**config.mk**
```make
export PLATFORM = sky130hd
export DESIGN_NAME = shift_right_seq_4bit
export DESIGN_NICKNAME = d
export VERILOG_FILES = /design/src/rtl/shift_right_seq_4bit.sv
export SDC_FILE = /design/constraint.sdc
export NUM_CORES = 1
export LEC_CHECK = 0
export CORE_AREA = 10 10 47 49
export CTS_BUF_LIST = sky130_fd_sc_hd__clkbuf_2 sky130_fd_sc_hd__clkbuf_4 sky130_fd_sc_hd__clkbuf_8
export CTS_CLUSTER_SIZE = 10
export DETAILED_ROUTE_END_ITERATION = 12
export DIE_AREA = 0 0 57 59
export PLACE_DENSITY = 0.73
export SLEW_MARGIN = 30
export SYNTH_ARGS = -nofsm -noshare
export SYNTH_HDL_FRONTEND = slang
export SYNTH_SLANG_ARGS = --single-unit
export TNS_END_PERCENT = 20
```
**constraint.sdc**
```tcl
create_clock -name clk -period 1.5 [get_ports clk]
set_clock_uncertainty 0.05 [all_clocks]
set_input_delay 0.375 -clock clk [delete_from_list [all_inputs] [get_ports clk]]
set_output_delay 0.375 -clock clk [all_outputs]
set_load 0.02 [all_outputs]
```
**src/rtl/shift_right_seq_4bit.sv**
```systemverilog
// Multi-position logical right-shift sequencer with start/done handshake.
// Ports: clk, rst_n (sync, active-low), start, a, amount -> busy, done,
//        result, zero_flag, carry_flag.
module shift_right_seq_4bit #(
   parameter int WIDTH = 4,
   parameter int CNT_W = 3
) (
   input  logic             clk,
   input  logic             rst_n,
   input  logic             start,
   input  logic [WIDTH-1:0] a,
   input  logic [CNT_W-1:0] amount,
   output logic             busy,
   output logic             done,
   output logic [WIDTH-1:0] result,
   output logic             zero_flag,
   output logic             carry_flag
);

   typedef enum logic [1:0] {
      IDLE,
      SHIFT,
      DONE
   } state_t;

   state_t           state;
   state_t           state_nx;
   logic [CNT_W-1:0] cnt;
   logic [WIDTH-1:0] shifted;
   logic             shift_out;

   // Single-position shift stage feeding back into the working register.
   assign shifted   = {1'b0, result[WIDTH-1:1]};
   assign shift_out = result[0];

   always_ff @(posedge clk) begin
      if (!rst_n) state <= IDLE;
      else        state <= state_nx;
   end

   always_comb begin
      state_nx = state;
      unique case (state)
         IDLE: begin
            if (start) begin
               if (amount == '0) state_nx = DONE;
               else              state_nx = SHIFT;
            end
         end
         SHIFT: begin
            if (cnt == CNT_W'(1)) state_nx = DONE;
         end
         DONE:    state_nx = IDLE;
         default: state_nx = IDLE;
      endcase
   end

   always_ff @(posedge clk) begin
      if (!rst_n) begin
         result     <= '0;
         carry_flag <= 1'b0;
         cnt        <= '0;
      end else begin
         unique case (state)
            IDLE: begin
               if (start) begin
                  result     <= a;
                  cnt        <= amount;
                  carry_flag <= 1'b0;
               end
            end
            SHIFT: begin
               result     <= shifted;
               carry_flag <= shift_out;
               cnt        <= cnt - CNT_W'(1);
            end
            default: begin
            end
         endcase
      end
   end

   assign busy      = (state == SHIFT);
   assign done      = (state == DONE);
   assign zero_flag = (result == '0);

endmodule
```
# ---- After elaboration in Yosys (flattened, before gate mapping)
# Index checks and enable logic that the tools add are counted.
dict set report totals {
  ff_bits 10
  latchBits 0
  ram_bits 0
  mem_bits_ro 0
  input_bits 10
  output_inout_bits 8
  memories 0
}
dict set report classes {
  addsub 1
  multipliers 0
  n_div 0
  magnitude_cmp 0
  n_eq_ne 5
  shift 0
  muxes 10
  bitwise_logic 0
  n_reduce_logical 6
}
# op n
set ops {}
lappend ops {{$pmux 4 s2} 1}
lappend ops {{$mux 2} 3}
lappend ops {{$pmux 3 s2} 1}
lappend ops {{$logic_not 4->1} 1}
lappend ops {{$mux 4} 1}
lappend ops {{$pmux 2 s2} 1}
lappend ops {{$reduce_and 2->1} 2}
lappend ops {{$eq 3x1->1 const B} 1}
lappend ops {{$logic_not 3->1} 1}
lappend ops {{$mux 3} 1}
lappend ops {{$sub 3x1->3 const B} 1}
lappend ops {{$eq 2x1->1 const B} 1}
lappend ops {{$eq 2x2->1 const B} 1}
lappend ops {{$logic_not 2->1} 1}
lappend ops {{$ne 2x1->1 const B} 1}
lappend ops {{$ne 2x2->1 const B} 1}
lappend ops {{$pmux 1 s2} 1}
lappend ops {{$reduce_bool 2->1} 1}
lappend ops {{$mux 1} 1}

# ---- Longest topological paths before layout
dict set report logic_depth {
  ltp_word 4
  mapped_depth 5
}

# ---- Worst setup path before layout
# No wires, ideal clock.
dict set report synth_path {
  kind {reg-to-output}
  startpoint {register result[1]}
  endpoint {output zero_flag}
  t_arrival_ns 1.125
  path_slack_ns -0.050
  path_stages_with_launch 2
  cell_sequence {dfxtp_1 > nor4_1}
}
dict set report synth_via {
  elab_chain_cells 1
}
# element line_no
set synth_rtl {}
lappend synth_rtl {{start: declaration} 15} ;# output logic [WIDTH-1:0] result,
lappend synth_rtl {{start signal: assignment} 73} ;# result <= shifted;
lappend synth_rtl {{$logic_not 4->1} 85} ;# assign zero_flag = (result == '0);
lappend synth_rtl {{end: declaration} 16} ;# output logic zero_flag,
# Every way passes these cells.

# ---- Final worst setup path
dict set report layout_path {
  startpoint {register result[3]}
  endpoint {output zero_flag}
}
# The elaborated chain is that of the path after synthesis.

==> results.json <==
{
  "synth.avg_cell_area_um2": 9.005,
  "worstMarginPinSlew_ns": 0.3018,
  "antenna_found_initial": 0,
  "drt-initial-drc-count": 11,
  "grt_pass1_wl_um": 2421,
  "synth.area.top_cells": "dfxtp_1 36%, mux2i_1 5.5%, nand2_1 4.8%, a211oi_2 4.6%, ha_1 4.6%",
  "chipWidth_um": 57,
  "io_buffer_count": 17,
  "clockBufferDepth": 2,
  "ioPinCount": 18,
  "gp_congestion": 0.6954,
  "leakage_nw": 0.3826,
  "period_minus_slack_ns": 1.519,
  "wl_per_cell_um": 13.76,
  "vdd_drop_max_mv": 0.6391,
  "grt_max_degree": 11,
  "cts.htree.levels": 1,
  "cts_root_buf": "clkbuf_4",
  "timing.final.crit_share": 1.013,
  "slew_headroom": 0.7973,
  "seq_power_share": 0.380,
  "synth_nets": 73,
  "rsz0062_at_grt": "yes",
  "cts.sinks": 10,
  "final_antenna_net_count": 0,
  "syn_area_um2": 549.3,
  "status": "finished with violations",
  "fillers": 135,
  "combPwrFrac": 0.326,
  "drive_above_1_share": 0.3830,
  "syn_inst": 61,
  "hp-class": "register to register",
  "worst-path-max-fanout": 4,
  "violations": "setup timing",
  "maxCapViolations": 0,
  "timing.fmax_ghz": 0.6583,
  "grt-ovfl-total": 0,
  "ys_warn_count": 0,
  "start_util": 0.3920,
  "drcViolationCount": 0,
  "p_switching_uw": 263.3,
  "clockPowerShare": 0.294,
  "synth.distinct_cells": 27,
  "synth_top_area_share": 0.3645,
  "yosysSeqAreaShare": 0.3645,
  "cts.clk_slew.worst_paths_ns": 0.08,
  "worstSetupPathType": "register to output pin",
  "drt_wl_total_um": 1514,
  "synth_top_area_cell": "dfxtp_1",
  "row_count": 14,
  "postCtsHoldBufs": 0,
  "crit_path_start_kind": "register",
  "switching_share": 0.3096,
  "p_int_uw": 587.1,
  "antennaDiodeCount": 0,
  "avgViaCountPerCell": 4.782,
  "clkLatencyLatePin_ns": 0.27,
  "cp-end-kind": "output pin",
  "firstDrtPassIters": 4,
  "cts_buffers": 3,
  "fp.coreArea_mm2": 0.001401,
  "finalHoldViolations": 0,
  "first_global_vias": 535,
  "hold_ws_ns": 0.4171,
  "vias": 526,
  "report.final.slew_viol_count": 0,
  "cp.arrival_ns": 1.09,
  "critPathRequiredTime_ns": 1.07,
  "dieHeight_um": 59,
  "die_area_mm2": 0.003363,
  "setup_viol": 1,
  "postCtsSetupRepairBufs": 0,
  "area_growth_pct": 55.58,
  "grt_usage": 0.09036,
  "ys_ff_latch": 10,
  "power_density_mw_per_mm2": 995.1,
  "cts_tree": "yes",
  "setup_ws_ns": -0.01901,
  "nets": 107,
  "p_total_uw": 850.4,
  "post-dp-hpwl_um": 1245
}
## critical path, stage by stage, from the launching register on
cell and delay [ns]:
dfxtp_2 0.35, nor4_4 0.28, buf_4 0.19
## per-stage QoR
step	instances	utilization	setup TNS, ns	worst slack, ns	cell area, um2
2_1_floorplan	61	-	0	0.1539	555.5
3_3_place_gp	106	0.5929	-0.8157	-0.1335	830.8
4_1_cts	110	0.6116	-0.06969	-0.06969	857.1
3_5_place_dp	106	0.5929	-1.029	-0.2195	830.8
6_report	110	0.6098	-0.01901	-0.01901	854.6
5_1_grt	110	0.6098	-0.04201	-0.04201	854.6
## final cells by class
cell class / count / area (um2) / share of cell area
clock buffer: 4 / 36.28 / 0.04246
inverter: 4 / 15.01 / 0.01757
multi-input combinational: 44 / 321.6 / 0.3763
sequential: 10 / 202.7 / 0.2372
tap: 16 / 20.02 / 0.02343
timing repair buffer: 32 / 259.0 / 0.3031
## cells by family after synthesis
logic type	synth area share
adder cells (fa/ha/maj)	0.04555
multiplexers	0.05467
AND/OR/NAND/NOR	0.2164
flip-flops	0.3645
AO/OA/AOI/OAI	0.2414
buffers and inverters	0.07743
## path summary, 6_finish.rpt
path,start,endpoint,slack [ns],cells after the start
max,result[3],zero_flag,-0.02,2
min,carry_flag,carry_flag,0.42,2
max reg2reg,cnt[0],cnt[2],0.25,5
min reg2reg,carry_flag,carry_flag,0.42,2
## layout by cell type (no fill, tap or decap), types with 3 or more instances in the layout
cell,n
dfxtp_1,8
a31oi_1,3
inv_1,3
nor2_1,4
clkdlybuf4s50_1,9
clkbuf_4,3
mux2i_1,3
nand2_1,7
a21oi_1,3
buf_4,16
o21ai_1,3
## power by group through the flow
stage          clock [mW]  combinational, mW  sequential, mW
2_1_floorplan           0              0.138           0.335
3_3_place_gp            0              0.284           0.322
3_5_place_dp            0              0.291           0.325
4_1_cts             0.253              0.277           0.319
5_1_grt             0.264              0.302           0.327
6_report            0.250              0.277           0.323
## sequential cells by signal, summed over array words and instances, names as in the netlist
signal      count
result          4
cnt             3
state           2
carry_flag      1
## cells in the mapped netlist
master / count
ha_1: 2
a31oi_1: 3
nand2_1: 7
nor2b_1: 2
a211oi_2: 2
o221a_1: 1
inv_2: 1
a21oi_1: 3
nor2b_2: 1
o32a_1: 1
mux2i_1: 3
dfxtp_1: 10
a21boi_1: 1
nand2b_4: 1
buf_6: 2
o21ai_1: 3
nor2_1: 4
nor3_1: 2
nand2b_2: 1
buf_2: 1
inv_1: 3
nand3_1: 2
a32oi_1: 1
nor4_1: 1
o21ai_2: 1
and2b_1: 1
o31ai_2: 1
## metal layers
| layer | share of wire | global-route usage |
|---|---|---|
| met4 | 0.018 | 0.05034 |
| met2 | 0.47 | 0.1457 |
| met1 | 0.45 | 0.1036 |
| met3 | 0.057 | 0.02790 |
| met5 | 0 | 0 |
## what timing repair did
action / in CTS / in global routing
pin swaps: 0 / 1
resized for setup: 21 / 7
setup endpoints to repair: 8 / 5
(Power assumes the default switching activity.)
